File: src/rtl/cdr_dlf_pi.sv
// Second-order bang-bang CDR loop filter driving a circular phase-interpolator code.
// BBPD up/dn decisions are majority-voted over a DECIM-cycle window. Each window's
// vote feeds a proportional path and a saturating integral (frequency) path.
// Freeze holds the loop state but keeps the window running. A lock detector
// counts consecutive balanced windows.
module cdr_dlf_pi #(
  parameter int CODE_W    = 11,
  parameter int ACC_W     = 16,
  parameter int DECIM     = 4,
  parameter int KP        = 2,
  parameter int KI_SHIFT  = 4,
  parameter int CODE_INIT = 0,
  parameter int LOCK_CNT  = 8
) (
  input  logic              clk,
  input  logic              rst_n,
  input  logic              up,
  input  logic              dn,
  input  logic              freeze,
  output logic [CODE_W-1:0] code,
  output logic              code_valid,
  output logic [ACC_W-1:0]  integ,
  output logic              locked
);

  localparam int CNT_W  = (DECIM > 1) ? $clog2(DECIM) : 1;
  localparam int SUM_W  = $clog2(DECIM) + 2;
  localparam int LCK_W  = $clog2(LOCK_CNT + 1);
  localparam int STEP_W = ACC_W + 2;
  localparam int SX_W   = (CODE_W > STEP_W) ? CODE_W : STEP_W;

  localparam logic [CNT_W-1:0]         CNT_LAST  = CNT_W'(DECIM - 1);
  localparam logic signed [SUM_W-1:0]  DEC_POS   = SUM_W'(DECIM);
  localparam logic signed [SUM_W-1:0]  DEC_NEG   = SUM_W'(-DECIM);
  localparam logic signed [ACC_W:0]    SAT_HI    = (ACC_W+1)'((64'sd1 <<< (ACC_W - 1)) - 64'sd1);
  localparam logic signed [ACC_W:0]    SAT_LO    = -SAT_HI;
  localparam logic signed [STEP_W-1:0] KP_S      = STEP_W'(KP);
  localparam logic [LCK_W-1:0]         LOCK_FULL = LCK_W'(LOCK_CNT);
  localparam logic [CODE_W-1:0]        CODE_RST  = CODE_W'(CODE_INIT);

  logic [CNT_W-1:0]         cnt;
  logic signed [SUM_W-1:0]  sum;
  logic [LCK_W-1:0]         lock_cnt;
  logic signed [ACC_W-1:0]  integ_r;
  logic [CODE_W-1:0]        code_r;

  logic signed [1:0]        v;
  logic                     win_end;
  logic signed [SUM_W-1:0]  total;
  logic signed [1:0]        s;
  logic                     balanced;
  logic signed [ACC_W:0]    integ_sum;
  logic signed [ACC_W-1:0]  integ_n;
  logic signed [STEP_W-1:0] integ_x;
  logic signed [STEP_W-1:0] step;
  logic signed [SX_W-1:0]   step_x;
  logic [CODE_W-1:0]        code_n;
  logic [LCK_W-1:0]         lock_n;

  assign code  = code_r;
  assign integ = integ_r;

  // Per-cycle vote and the running window total including the current sample
  always_comb begin
    v = 2'sd0;
    if (up && !dn) begin
      v = 2'sd1;
    end else if (dn && !up) begin
      v = -2'sd1;
    end
    win_end  = (cnt == CNT_LAST);
    total    = sum + {{(SUM_W-2){v[1]}}, v};
    s        = 2'sd0;
    if (total > 0) begin
      s = 2'sd1;
    end else if (total < 0) begin
      s = -2'sd1;
    end
    balanced = (total < DEC_POS) && (total > DEC_NEG);
  end

  // Saturating integrator, proportional+integral step and wrapped next code
  always_comb begin
    integ_sum = {integ_r[ACC_W-1], integ_r} + {{(ACC_W-1){s[1]}}, s};
    integ_n   = integ_sum[ACC_W-1:0];
    if (integ_sum > SAT_HI) begin
      integ_n = SAT_HI[ACC_W-1:0];
    end else if (integ_sum < SAT_LO) begin
      integ_n = SAT_LO[ACC_W-1:0];
    end
    integ_x = {{2{integ_n[ACC_W-1]}}, integ_n};
    step    = ({{(STEP_W-2){s[1]}}, s} * KP_S) + (integ_x >>> KI_SHIFT);
    step_x  = SX_W'(step);
    code_n  = code_r + step_x[CODE_W-1:0];
  end

  // Lock counter next value: saturates on balanced windows, clears otherwise
  always_comb begin
    lock_n = '0;
    if (balanced) begin
      lock_n = (lock_cnt == LOCK_FULL) ? lock_cnt : lock_cnt + 1'b1;
    end
  end

  // Window sequencing and loop state update at each non-frozen window end
  always_ff @(posedge clk or negedge rst_n) begin
    if (!rst_n) begin
      cnt        <= '0;
      sum        <= '0;
      lock_cnt   <= '0;
      integ_r    <= '0;
      code_r     <= CODE_RST;
      code_valid <= 1'b0;
      locked     <= 1'b0;
    end else begin
      code_valid <= 1'b0;
      if (win_end) begin
        cnt <= '0;
        sum <= '0;
        if (!freeze) begin
          integ_r    <= integ_n;
          code_r     <= code_n;
          code_valid <= 1'b1;
          lock_cnt   <= lock_n;
          locked     <= (lock_n == LOCK_FULL);
        end
      end else begin
        cnt <= cnt + 1'b1;
        sum <= total;
      end
    end
  end

endmodule

File: config.mk
export PLATFORM = sky130hd
export DESIGN_NAME = cdr_dlf_pi
export DESIGN_NICKNAME = d
export VERILOG_FILES = /design/src/rtl/cdr_dlf_pi.sv
export SDC_FILE = /design/constraint.sdc
export NUM_CORES = 1
export LEC_CHECK = 0
export ABC_AREA = 1
export BUFFER_PORTS_ARGS = -buffer_cell sky130_fd_sc_hd__buf_2
export CAP_MARGIN = 20
export CORE_MARGIN = 4
export CORE_UTILIZATION = 45
export CTS_BUF_LIST = sky130_fd_sc_hd__clkbuf_8
export DETAILED_ROUTE_END_ITERATION = 8
export PLACE_DENSITY = 0.7
export SLEW_MARGIN = 40
export SYNTH_ARGS = -nofsm -noshare
export SYNTH_HDL_FRONTEND = slang
export SYNTH_SLANG_ARGS = --single-unit
File: constraint.sdc
create_clock -name clk -period 6.6 [get_ports clk]
set_input_delay 1.32 -clock clk [delete_from_list [all_inputs] [get_ports clk]]
set_output_delay 1.32 -clock clk [all_outputs]
set_load 0.02 [all_outputs]
==> impl_metrics.json <==
{
  "avgSynthCellArea_um2": 7.34,
  "htree_levels": 2,
  "grt_setup_unrepaired": "true",
  "synth_area_leader_cell": "dfrtp_1",
  "drive_gt1_frac": 0.318,
  "hold_end": "cnt[0]",
  "holdWs_ns": 0.426,
  "yosysSeqAreaShare": 0.290,
  "postRouteAntennaNets": 0,
  "synth_fp_nets": 509,
  "hold_start": "cnt[0]",
  "place_area_um2": 3940,
  "post-route-period-util": 0.964,
  "cp.required_ns": 6.76,
  "synth_top_flop_cell": "dfrtp_1",
  "tightest_slew_ns": 0.682,
  "final_area_um2": 4480,
  "yosys-top-cells-area": "dfrtp_1 29%, nand2_1 14%, ha_1 12%, fa_1 7.1%, inv_1 6.5%",
  "yosys_warnings": 0,
  "wl_per_cell_um": 13.6,
  "grt_start_max_net_pins": 40,
  "postSynth.asyncResetShare": 1.00,
  "reg2reg_to": "code[9]",
  "synth_top_area_share": 0.290,
  "holdPathStages": 1,
  "hpwl_um": 6250,
  "synthCells": 459,
  "synth_top_family_by_area": "simple AND/OR/NAND/NOR gates",
  "hp-class": "reg -> reg",
  "synth.most_common_cell": "nand2_1",
  "dr.pass1.iters": 4,
  "critPathTopFamily": "adder cells",
  "n_antenna_cell": 0,
  "fin_crit_ns": 6.36,
  "start_util": 0.465,
  "relSlewSlack": 0.544,
  "drt_iter0_drc": 105,
  "synth_fa_ha_area_frac": 0.194,
  "r2r_slack_ns": 1.15,
  "r2r_start": "sum[1]",
  "finalSetupViolations": 0,
  "dp_slack_ns": -0.232,
  "clockRootBuffer": "clkbuf_8",
  "boundaryPins": 34,
  "wl_um": 8560,
  "dieArea_um2": 8940,
  "grt_pass1_vias": 3088,
  "cp.arrival_ns": 6.52,
  "final_nets": 577,
  "slew_violations": 0,
  "finalClockSkew_ns": 0.00432,
  "gp_congestion": 0.912,
  "clk_path_buf_depth": 2,
  "yosys.area_share.xor_xnor": 0.0356,
  "dpl.cell_count": 609,
  "clkSlewWorstSetupHoldPaths_ns": 0.08,
  "hold_violations": 0,
  "max_freq_ghz": 0.157,
  "die_w_um": 94.5,
  "clock_sinks": 39,
  "synthMuxAreaShare": 0,
  "cts_made_buffers": 5,
  "ys_ff_latch": 39,
  "drv_cap": 0,
  "die_h_um": 94.5,
  "synth_compound_area_frac": 0.108,
  "drcViolationCount": 0,
  "slowest_delay_ns": 0.46,
  "ys_types": 34,
  "timing.final.ws_setup_ns": 0.236,
  "cts_tree": "yes",
  "synth_edf_count": 0,
  "status": "completed",
  "synth_area_um2": 3370,
  "start_kind": "primary input",
  "synth-simple-area-share": 0.293,
  "grt_first_pass_wirelength_um": 13900,
  "vias": 3154,
  "overflow": 0,
  "globalRouteTotalUtil": 0.193,
  "num_rows": 31,
  "synth_common_cells": "130 x nand2_1, 58 x inv_1, 46 x nor2_1, 39 x dfrtp_1",
  "numPortBuffers": 33,
  "antenna_found_initial": 0,
  "end_kind": "flip-flop",
  "area_delta_synth_final_pct": 33.0,
  "crit_buf_inv": 8,
  "fin_cells": 627,
  "reg2reg_depth": 33,
  "cp_slowest_cell": "fa_1",
  "crit_type": "in -> reg",
  "via_per_inst": 5.03,
  "cp_max_fo": 5,
  "clkLatencyLatePin_ns": 0.29,
  "core_um2": 7250
}
[layout by cell type, fill, tap and decap left out, types with 2 or more instances in the layout]
cell type,Yosys,layout
ha_4,0,16
a31oi_1,2,2
clkbuf_8,0,5
nor2_2,1,7
o31ai_1,2,2
nand2_2,10,17
fa_1,12,9
o21ai_0,17,14
nand2_4,0,2
inv_4,1,3
a21oi_1,21,9
nand2_1,130,121
a21oi_2,3,13
ha_1,33,14
buf_12,0,2
inv_1,58,55
buf_6,1,3
o21ai_2,4,6
nand3_2,1,5
o21ai_1,10,10
nor2_1,46,39
clkinv_4,0,2
fa_2,0,3
buf_4,0,28
buf_2,0,32
nand3b_1,4,4
dfrtp_1,39,39
ha_2,0,3
a21oi_4,0,2
xor2_1,8,8
nor3_2,1,2
nand3_1,33,29
inv_2,4,5
[area by class of cell]
| cell class | count | area [µm²] |
|---|---|---|
| Timing Repair Buffer | 66 | 469 |
| Fill cell | 621 | 2770 |
| Sequential cell | 39 | 976 |
| Multi-Input combinational cell | 351 | 2550 |
| Inverter | 63 | 246 |
| Timing Repair inverter | 1 | 6.26 |
| Tap cell | 99 | 124 |
| Clock buffer | 5 | 68.8 |
| Clock inverter | 3 | 43.8 |
[sequential cells by signal (all words and copies together) (netlist names)]
name and flops:
integ 16, locked 1, code 11, cnt 2, lock_cnt 4, sum 4, code_valid 1
[timing repair]
action / CTS / global route
resized for setup: 0 / 71
setup buffers: 0 / 8
hold buffers: 0 / 0
endpoints found under the setup margin: 0 / 5
[how the worst max path moves through the flow]
stage | from | to | cells past startpoint
CTS | up | code[9] | 37
global placement | up | code[9] | 34
finish | up | code[9] | 37
detailed placement | up | code[9] | 38
floorplan | up | code[9] | 34
global route | up | code[9] | 38
[metrics by stage]
step	setup TNS (ns)	utilization
finish	0	0.618
CTS	0	0.558
detailed placement	-0.551	0.543
floorplan	0	-
global route	-0.208	0.618
global placement	0	0.542
[kinds of logic (layout without fill, tap and decap cells)]
logic type,Yosys count,after routing
XOR/XNOR,12,12
adder cells (fa/ha/maj),45,45
AND/OR/NAND/NOR,231,231
AO/OA/AOI/OAI,63,63
flip-flops,39,39
buffers and inverters,69,138
[routing by layer]
layer / global-route usage / wire length [µm]
met5: 0 / 0
met4: 0.0553 / 76
met3: 0.0191 / 217
met2: 0.340 / 4440
met1: 0.251 / 3820
Power is left out: the tool's default activity adds up to more than one toggle a clock period on the data nets, which glitch-free logic cannot reach.
